`src/rtl/led_pwm_pkg.sv`:
```
// Shared definitions for the LED PWM dimmer: register map, CTRL layout,
// reset values and the optional gamma helper (LED_PWM_GAMMA_EN).
package led_pwm_pkg;

  localparam logic [1:0] ADDR_CTRL         = 2'd0;
  localparam logic [1:0] ADDR_BRIGHT       = 2'd1;
  localparam logic [1:0] ADDR_BLINK_PERIOD = 2'd2;
  localparam logic [1:0] ADDR_STATUS       = 2'd3;

  localparam int CTRL_EN_BIT       = 0;
  localparam int CTRL_BLINK_EN_BIT = 1;

  typedef struct packed {
    logic blink_en;
    logic en;
  } ctrl_t;

  localparam ctrl_t      CTRL_RST   = '{blink_en: 1'b0, en: 1'b1};
  localparam logic [7:0] BRIGHT_RST = 8'hFF;

`ifdef LED_PWM_GAMMA_EN
  // Square-law brightness curve; full scale stays full scale so 255 is still "always on".
  function automatic logic [7:0] gamma8(input logic [7:0] d);
    logic [15:0] sq;
    sq = 16'(d) * 16'(d);
    return (d == 8'hFF) ? 8'hFF : sq[15:8];
  endfunction
`endif

endpackage

```
`src/rtl/led_pwm_timebase.sv`:
```
// PWM timebase: prescaler producing one tick every PRESCALE clocks, an 8-bit
// PWM position counter advanced on each tick, and a strobe on the last tick
// of each 256-tick period.
module led_pwm_timebase #(
  parameter int PRESCALE = 195
) (
  input  logic       clk,
  input  logic       reset,
  output logic       tick,
  output logic [7:0] pwm_cnt,
  output logic       period_end
);

  localparam int PW = (PRESCALE > 1) ? $clog2(PRESCALE) : 1;
  localparam logic [PW-1:0] PRESC_MAX = PW'(PRESCALE - 1);

  logic [PW-1:0] presc_cnt;

  assign tick       = (presc_cnt == PRESC_MAX);
  assign period_end = tick && (pwm_cnt == 8'hFF);

  // Prescaler and PWM position counter; both restart from zero on reset.
  always_ff @(posedge clk) begin
    if (reset) begin
      presc_cnt <= '0;
      pwm_cnt   <= 8'd0;
    end else begin
      if (tick) begin
        presc_cnt <= '0;
        pwm_cnt   <= pwm_cnt + 8'd1;
      end else begin
        presc_cnt <= presc_cnt + PW'(1);
      end
    end
  end

endmodule

```
`src/rtl/led_pwm_dimmer.sv`:
```
// LED PWM dimmer: gates an 8-bit LED pattern with global PWM brightness and
// optional blinking. Configured through a 4-word Avalon-MM slave.
// Optional feature macro: LED_PWM_GAMMA_EN (square-law brightness curve).
//
// Bus handshake: Avalon-MM with no wait states. A write is accepted on every
// clk edge where avs_s0_write is high; readdata is combinational from the
// current register state while avs_s0_read is high and zero otherwise.
module led_pwm_dimmer
  import led_pwm_pkg::*;
#(
  parameter int PRESCALE  = 195,
  parameter int BLINK_RST = 500
) (
  input  logic        clk,
  input  logic        reset,
  input  logic [1:0]  avs_s0_address,
  input  logic        avs_s0_read,
  input  logic        avs_s0_write,
  output logic [31:0] avs_s0_readdata,
  input  logic [31:0] avs_s0_writedata,
  input  logic [7:0]  leds_in,
  output logic [7:0]  leds_out
);

  logic       tick;
  logic [7:0] pwm_cnt;
  logic       period_end;
  logic       boundary;

  ctrl_t       ctrl;
  logic [7:0]  duty_shadow;
  logic [7:0]  duty_cmp;
  logic        shadow_pending;
  logic [15:0] blink_period;
  logic [15:0] blink_cnt;
  logic        blink_phase;
  logic        pwm_on;
  logic        blink_off;

  logic wr_ctrl;
  logic wr_bright;
  logic wr_blink;

  led_pwm_timebase #(.PRESCALE(PRESCALE)) u_timebase (
    .clk        (clk),
    .reset      (reset),
    .tick       (tick),
    .pwm_cnt    (pwm_cnt),
    .period_end (period_end)
  );

  // The period strobe is only trusted when it coincides with a tick.
  assign boundary = period_end && tick;

  assign wr_ctrl   = avs_s0_write && (avs_s0_address == ADDR_CTRL);
  assign wr_bright = avs_s0_write && (avs_s0_address == ADDR_BRIGHT);
  assign wr_blink  = avs_s0_write && (avs_s0_address == ADDR_BLINK_PERIOD);

  // Configuration registers and the shadow-pending flag; a BRIGHT write on a
  // boundary keeps the flag set so the new duty lands on the next boundary.
  always_ff @(posedge clk) begin
    if (reset) begin
      ctrl           <= CTRL_RST;
      duty_shadow    <= BRIGHT_RST;
      blink_period   <= 16'(BLINK_RST);
      shadow_pending <= 1'b0;
    end else begin
      if (wr_ctrl) begin
        ctrl.en       <= avs_s0_writedata[CTRL_EN_BIT];
        ctrl.blink_en <= avs_s0_writedata[CTRL_BLINK_EN_BIT];
      end
      if (wr_bright) duty_shadow  <= avs_s0_writedata[7:0];
      if (wr_blink)  blink_period <= avs_s0_writedata[15:0];
      if (wr_bright)     shadow_pending <= 1'b1;
      else if (boundary) shadow_pending <= 1'b0;
    end
  end

`ifdef LED_PWM_GAMMA_EN
  // Compare threshold: gamma-corrected shadow duty, captured at the boundary.
  always_ff @(posedge clk) begin
    if (reset)         duty_cmp <= 8'hFF;
    else if (boundary) duty_cmp <= gamma8(duty_shadow);
  end
`else
  logic [7:0] duty_active;

  // Active duty: the shadow value is copied in only at a period boundary.
  always_ff @(posedge clk) begin
    if (reset)         duty_active <= BRIGHT_RST;
    else if (boundary) duty_active <= duty_shadow;
  end

  assign duty_cmp = duty_active;
`endif

  assign pwm_on    = (pwm_cnt < duty_cmp) || (duty_cmp == 8'hFF);
  assign blink_off = !ctrl.blink_en || (blink_period == 16'd0);

  // Blink half-period counter; phase parks at 1 whenever blinking is off.
  always_ff @(posedge clk) begin
    if (reset) begin
      blink_cnt   <= 16'd0;
      blink_phase <= 1'b1;
    end else if (blink_off) begin
      blink_cnt   <= 16'd0;
      blink_phase <= 1'b1;
    end else if (wr_blink) begin
      blink_cnt <= 16'd0;
    end else if (boundary) begin
      if (blink_cnt == blink_period - 16'd1) begin
        blink_cnt   <= 16'd0;
        blink_phase <= !blink_phase;
      end else begin
        blink_cnt <= blink_cnt + 16'd1;
      end
    end
  end

  // Registered output gating of the incoming pattern.
  always_ff @(posedge clk) begin
    if (reset) leds_out <= 8'd0;
    else       leds_out <= leds_in & {8{ctrl.en && pwm_on && blink_phase}};
  end

  // Combinational read mux; unused bits and idle cycles read as zero.
  always_comb begin
    avs_s0_readdata = 32'd0;
    if (avs_s0_read) begin
      case (avs_s0_address)
        ADDR_CTRL:         avs_s0_readdata = {30'd0, ctrl.blink_en, ctrl.en};
        ADDR_BRIGHT:       avs_s0_readdata = {24'd0, duty_shadow};
        ADDR_BLINK_PERIOD: avs_s0_readdata = {16'd0, blink_period};
        ADDR_STATUS:       avs_s0_readdata = {15'd0, shadow_pending, pwm_cnt, 7'd0, blink_phase};
        default:           avs_s0_readdata = 32'd0;
      endcase
    end
  end

endmodule

```
`config.mk`:
```
export PLATFORM = sky130hd
export DESIGN_NAME = led_pwm_dimmer
export DESIGN_NICKNAME = d
export VERILOG_FILES = /design/src/rtl/led_pwm_pkg.sv /design/src/rtl/led_pwm_timebase.sv /design/src/rtl/led_pwm_dimmer.sv
export SDC_FILE = /design/constraint.sdc
export NUM_CORES = 1
export LEC_CHECK = 0
export BUFFER_PORTS_ARGS = -buffer_cell sky130_fd_sc_hd__buf_2
export CAP_MARGIN = 15
export CORE_ASPECT_RATIO = 0.6
export CORE_MARGIN = 3
export CORE_UTILIZATION = 50
export CTS_CLUSTER_SIZE = 10
export DETAILED_ROUTE_END_ITERATION = 10
export PLACE_DENSITY = 0.85
export SYNTH_ARGS = -nofsm -noshare
export SYNTH_HDL_FRONTEND = slang
export SYNTH_SLANG_ARGS = --single-unit
```
`constraint.sdc`:
```
create_clock -name clk -period 2.76 [get_ports clk]
set_input_delay 0.552 -clock clk [delete_from_list [all_inputs] [get_ports clk]]
set_output_delay 0.552 -clock clk [all_outputs]
set_load 0.05 [all_outputs]
```
## Yosys cells after proc, flatten, opt, wreduce, memory -nomap -nowiden

Cells that the tools add are included.

| cells by class | value |
|---|---|
| equality and inequality tests | 7 |
| $lt $le $gt $ge | 1 |
| add/sub/neg operators | 4 |
| bitwise operators | 2 |
| multiplexer cells | 5 |
| reductions and logical operators | 18 |

Operators by type and width:

| cell | count |
|---|---|
| 32-bit case mux with 4 select lines | 1 |
| 32-bit two-way mux | 1 |
| 8-bit equality test, second input constant | 3 |
| 16-bit by 1-bit adder with 16-bit output, second input constant | 1 |
| 8-bit by 1-bit adder with 8-bit output, second input constant | 2 |
| 16-bit equality test | 1 |
| 16-bit logical NOT | 1 |
| 16-bit two-way mux | 1 |
| 16-bit by 1-bit subtractor with 16-bit output, second input constant | 1 |
| 8-bit AND | 1 |
| 8-bit less-than comparator | 1 |
| 1-bit logical AND | 7 |
| 2-bit equality test, second input constant | 2 |
| 2-bit OR reduction | 2 |
| 3-bit AND reduction | 1 |
| 3-bit OR reduction | 1 |
| 2-bit by 1-bit equality test with 1-bit output, second input constant | 1 |
| 1-bit logical NOT | 2 |
| 2-bit logical NOT | 1 |
| 1-bit logical OR | 2 |
| 1-bit two-way mux | 2 |
| 2-bit nonzero test | 1 |
| 1-bit inverter | 1 |

| storage, ports and cells | value |
|---|---|
| register bits | 76 |
| output and inout bits | 40 |
| bits of input ports | 46 |
| word-level logic and storage cells | 48 |

## Depth between registers and ports, before layout

| depth | value |
|---|---|
| word-level depth | 5 |
| depth in mapped cells | 11 |
| gate-level depth less buffers | 9 |

## By module

From an unflattened synthesis, not the netlist that was laid out.

| unflattened totals | value |
|---|---|
| cells, all modules | 503 |
| area, all modules | 4140.2 um^2 |

By module, submodules not included:

| module | cells each | instances | area each (um^2) | sequential area each (um^2) |
|---|---|---|---|---|
| led_pwm_dimmer | 415 | 1 | 3378.2 | 1201.2 |
| led_pwm_timebase | 88 | 1 | 762.0 | 320.3 |

## Least setup slack after synthesis

Ideal clock, no wire load.

| timing path | value |
|---|---|
| path kind | reg2reg |
| from | register blink_period[0] |
| to | register blink_cnt[7] |
| clock period less this slack | 2.627 ns |
| stages on the path, launching flop included | 12 |
| path buffers | 2 |
| data arrival time | 2.512 ns |
| setup slack | 0.133 ns |
| required time | 2.645 ns |
| setup time | 0.115 ns |
| cell sequence | dfxtp_1 -> inv_1 -> ha_1 -> or4b_1 -> buf_2 -> or3_4 -> a2111o_1 -> o211ai_2 -> nand4_2 -> nand3_2 -> buf_4 -> nor2_1 |

| on the way | value |
|---|---|
| longest elaborated chain between the ends | 3 |
| elaborated cells on any way between the ends | 6 |
| classes of those cells | add/sub (1); eq/ne (1); mux (1); reduce/logical (3) |

Ends and longest elaborated chain:

| item | line | RTL |
|---|---|---|
| from (decl) | led_pwm_dimmer.sv:34 | `logic [15:0] blink_period;` |
| from (signal assigned) | led_pwm_dimmer.sv:65 | `blink_period <= 16'(BLINK_RST);` |
| from (signal assigned) | led_pwm_dimmer.sv:73 | `if (wr_blink) blink_period <= avs_s0_writedata[15:0];` |
| 16-bit by 1-bit subtractor with 16-bit output / 16-bit logical NOT (equally long branches) | led_pwm_dimmer.sv:111, led_pwm_dimmer.sv:98 |  |
| 16-bit equality test / 1-bit logical OR (equally long branches) | led_pwm_dimmer.sv:111, led_pwm_dimmer.sv:98 |  |
| 16-bit two-way mux / 3-bit OR reduction (equally long branches) | - |  |
| to (signal assigned) | led_pwm_dimmer.sv:115 | `blink_cnt <= blink_cnt + 16'd1;` |
| to (decl) | led_pwm_dimmer.sv:35 | `logic [15:0] blink_cnt;` |

Several ways; a longest one is shown, not always the timed one.
A chain may end at the register's enable or synchronous reset.

## Worst setup path in the final report

| timing path | value |
|---|---|
| from | register blink_period[0] |
| to | register blink_phase |

| on the way | value |
|---|---|
| longest elaborated chain between the ends | 3 |
| elaborated cells on any way between the ends | 6 |
| classes of those cells | add/sub (1); eq/ne (1); reduce/logical (4) |

Ends and longest elaborated chain:

| item | line | RTL |
|---|---|---|
| 16-bit by 1-bit subtractor with 16-bit output / 16-bit logical NOT (equally long branches) | led_pwm_dimmer.sv:111, led_pwm_dimmer.sv:98 |  |
| 16-bit equality test / 1-bit logical OR (equally long branches) | led_pwm_dimmer.sv:111, led_pwm_dimmer.sv:98 |  |
| 3-bit AND reduction (no line) / 2-bit OR reduction (equally long branches) | - |  |
| to (signal assigned) | led_pwm_dimmer.sv:113 | `blink_phase <= !blink_phase;` |
| to (decl) | led_pwm_dimmer.sv:36 | `logic blink_phase;` |

Several ways; a longest one is shown, not always the timed one.

==> reports/summary.txt <==
Via count - 3794
Max Fclk - 375 MHz
Placer's final routability congestion estimate - 0.984
Site Rows - 24
Crit-path max FO - 3
RR Startpoint - blink_period[0]$_SDFFE_PP0P_
Design Area, Final - 4860 um^2
Placed Area - 4500 um^2
Overall global routing resource usage - 23.7%
Distinct cells, synth - 63
Status - finished, final reports clean
ANT cells - 0
R2R Setup Slk - 90 ps
Final net count - 612
Initial antenna violation count - 0
Layout area overhead - 19.5%
Pwr/cell area - 584 nW/um^2
Layout cells sized above 1 - 19.7%
Main flop type after synthesis - dfxtp_1
Sequential element share of the synthesized area - 37.4%
R2r endpoint - blink_phase$_SDFFE_PP1P_
Layout Skew - 8.90 ps
Top-area cell type share of the netlist area - 37.4%
Worst Hold Class - in2reg
Root Buffer - clkbuf_16
Final setup viols - 0
Congestion Overflow GR - 0
Post-Place Setup Slack - 47.6 ps
Final setup margin - 92.1 ps
Port bufs - 54
Filler cells - 618
Clk buf depth - 2
Req. time, crit path - 3040 ps
Synth area leader - dfxtp_1
Max-slew violation total from the final report - 0
Worst-Margin Slew - 646 ps
Ys async rst share - 0%
Final Cycle Share - 96.7%
Vias in the first global route - 3296
Largest net degree at the start of global routing - 26
Critical path launch point type - register
CP endpoint - blink_phase$_SDFFE_PP1P_
Slew margin rel. - 56.9%
Drc violations - 0
Drt pass-1 iters - 6
Worst skew pair latency - 340 ps
Hold Worst Slack - 445 ps
WL final - 10.8 mm
Endpoint type of the worst setup path - register
Clock sink count - 76
# IOs - 86
Pleak - 2.12 nW
TritonCTS clock tree - yes
DIE HEIGHT - 75.9 um
Cts bufs inserted - 9
Crit path kind - reg2reg
Iter 0 DRT Violations - 382
Critical path data arrival time - 2950 ps
Number of vias per cell - 5.72
Post-CTS Hold Fix Bufs - 0
Synth top cells by count - 76 x dfxtp_1, 66 x nand2_1, 52 x nor2_1
Initial core utilization - 53.8%
Wire length per cell - 16.2 um
Synth area leaders - dfxtp_1 37%, nand2_1 6.1%, xnor2_1 5.2%
Period minus WS final - 2670 ps
First-pass GRT wire length - 16.8 mm
Die Wd - 122 um
Cell with the most instances after synthesis - dfxtp_1
Mean Syn Cell Area - 8.37 um^2
Critical Path Start - blink_period[0]$_SDFFE_PP0P_
FF-to-FF path depth - 9
Htree depth - 3
Die Area - 9290 um^2
MaxCap Viol Count - 0
Post-synth EDFFs - 0
Peak supply drop - 0.000324 V
Yosys warns - 0
Clk slew on worst S/H paths - 60 ps
Core ar. - 7570 um^2
Post-route ant nets - 0
Synth Cell Area - 4070 um^2
FF+latch count, synth - 76
Post-DP HPWL - 8.08 mm
Cells after Synth - 486
Final Hold Fails - 0
==> critical path: stages, from the launching register on <==
cell and delay, ps:
dfxtp_1 310, inv_1 60, ha_1 190, or4bb_1 520, a211oi_2 280, o2111ai_1 210, a2111oi_2 410, nand4_2 200
or3_1 350, nand3_1 80
==> report_power, final <==
part	switching, mW	total, mW	internal, mW
logic	0.232	0.330	0.0982
registers	0.0236	1.15	1.13
clock network	0.471	1.36	0.889
==> through the flow <==
step | setup TNS (ps) | power [mW] | std cells | utilization [%]
final | 0 | 2.84 | 663 | 64.3
after global routing | -7.35 | 2.93 | 663 | 64.3
after CTS | 0 | 2.86 | 663 | 64.0
after detailed placement | 0 | 1.50 | 647 | 59.5
after global placement | 0 | 1.49 | 647 | 59.5
after floorplan | 0 | 1.42 | 500 | -
==> how the worst min path moves through the flow <==
| stage | from | endpoint | cells after the start |
|---|---|---|---|
| 5_1_grt | leds_in[4] | leds_out[4]$_SDFF_PP0_ | 2 |
| 2_1_floorplan | u_timebase.presc_cnt[0]$_SDFF_PP0_ | u_timebase.presc_cnt[0]$_SDFF_PP0_ | 1 |
| 4_1_cts | avs_s0_writedata[2] | blink_period[2]$_SDFFE_PP1P_ | 3 |
| 6_report | avs_s0_writedata[8] | blink_period[8]$_SDFFE_PP1P_ | 3 |
| 3_3_place_gp | shadow_pending$_SDFFE_PP0P_ | shadow_pending$_SDFFE_PP0P_ | 2 |
| 3_5_place_dp | shadow_pending$_SDFFE_PP0P_ | shadow_pending$_SDFFE_PP0P_ | 2 |
==> layout by cell type, fill, tap and decap left out, drive strengths merged, types with 10 or more instances in the layout <==
master,n
a21oi,14
buf,78
conb,15
dfxtp,76
ha,12
inv,18
mux2i,14
nand2,66
nand3,34
nand4,13
nor2,52
o211ai,10
xnor2,24
xor2,23
==> timing repair <==
item                       4_1_cts  5_1_grt
resized for setup                0        3
buffers inserted                 0        0
setup endpoints to repair        0       17
==> sequential cells by signal, indices dropped and copies added, names as in the netlist <==
signal	cells
blink_cnt	16
blink_period	16
blink_phase	1
ctrl	2
duty_active	8
duty_shadow	8
leds_out	8
shadow_pending	1
u_timebase.presc_cnt	8
u_timebase.pwm_cnt	8
==> kinds of logic (layout without fill, tap and decap cells) <==
group | count (synthesis) | after routing | share of synthesized area, %
other cells | 1 | 15 | 0.0922
compound gates | 63 | 63 | 10.9
xor+xnor | 47 | 47 | 10.1
flops | 76 | 76 | 37.4
mux | 15 | 15 | 4.00
buf+inv | 52 | 111 | 6.52
simple gates | 220 | 220 | 27.3
fa+ha+maj | 12 | 12 | 3.69
==> layer usage <==
metal | GRT usage (%) | wire length, um
met1 | 34.4 | 4920
met2 | 34.6 | 4510
met3 | 6.90 | 1200
met4 | 5.71 | 128
met5 | 0 | 0
==> final cells by class <==
| class | instances | area (um^2) | area share [%] |
|---|---|---|---|
| Inverter | 17 | 63.8 | 1.31 |
| Clock inverter | 7 | 121 | 2.50 |
| Sequential cell | 76 | 1520 | 31.3 |
| Timing Repair Buffer | 78 | 450 | 9.26 |
| Tap cell | 104 | 130 | 2.68 |
| Clock buffer | 9 | 225 | 4.63 |
| Multi-Input combinational cell | 372 | 2350 | 48.3 |
Note: power is estimated with default switching activity, not from simulation.
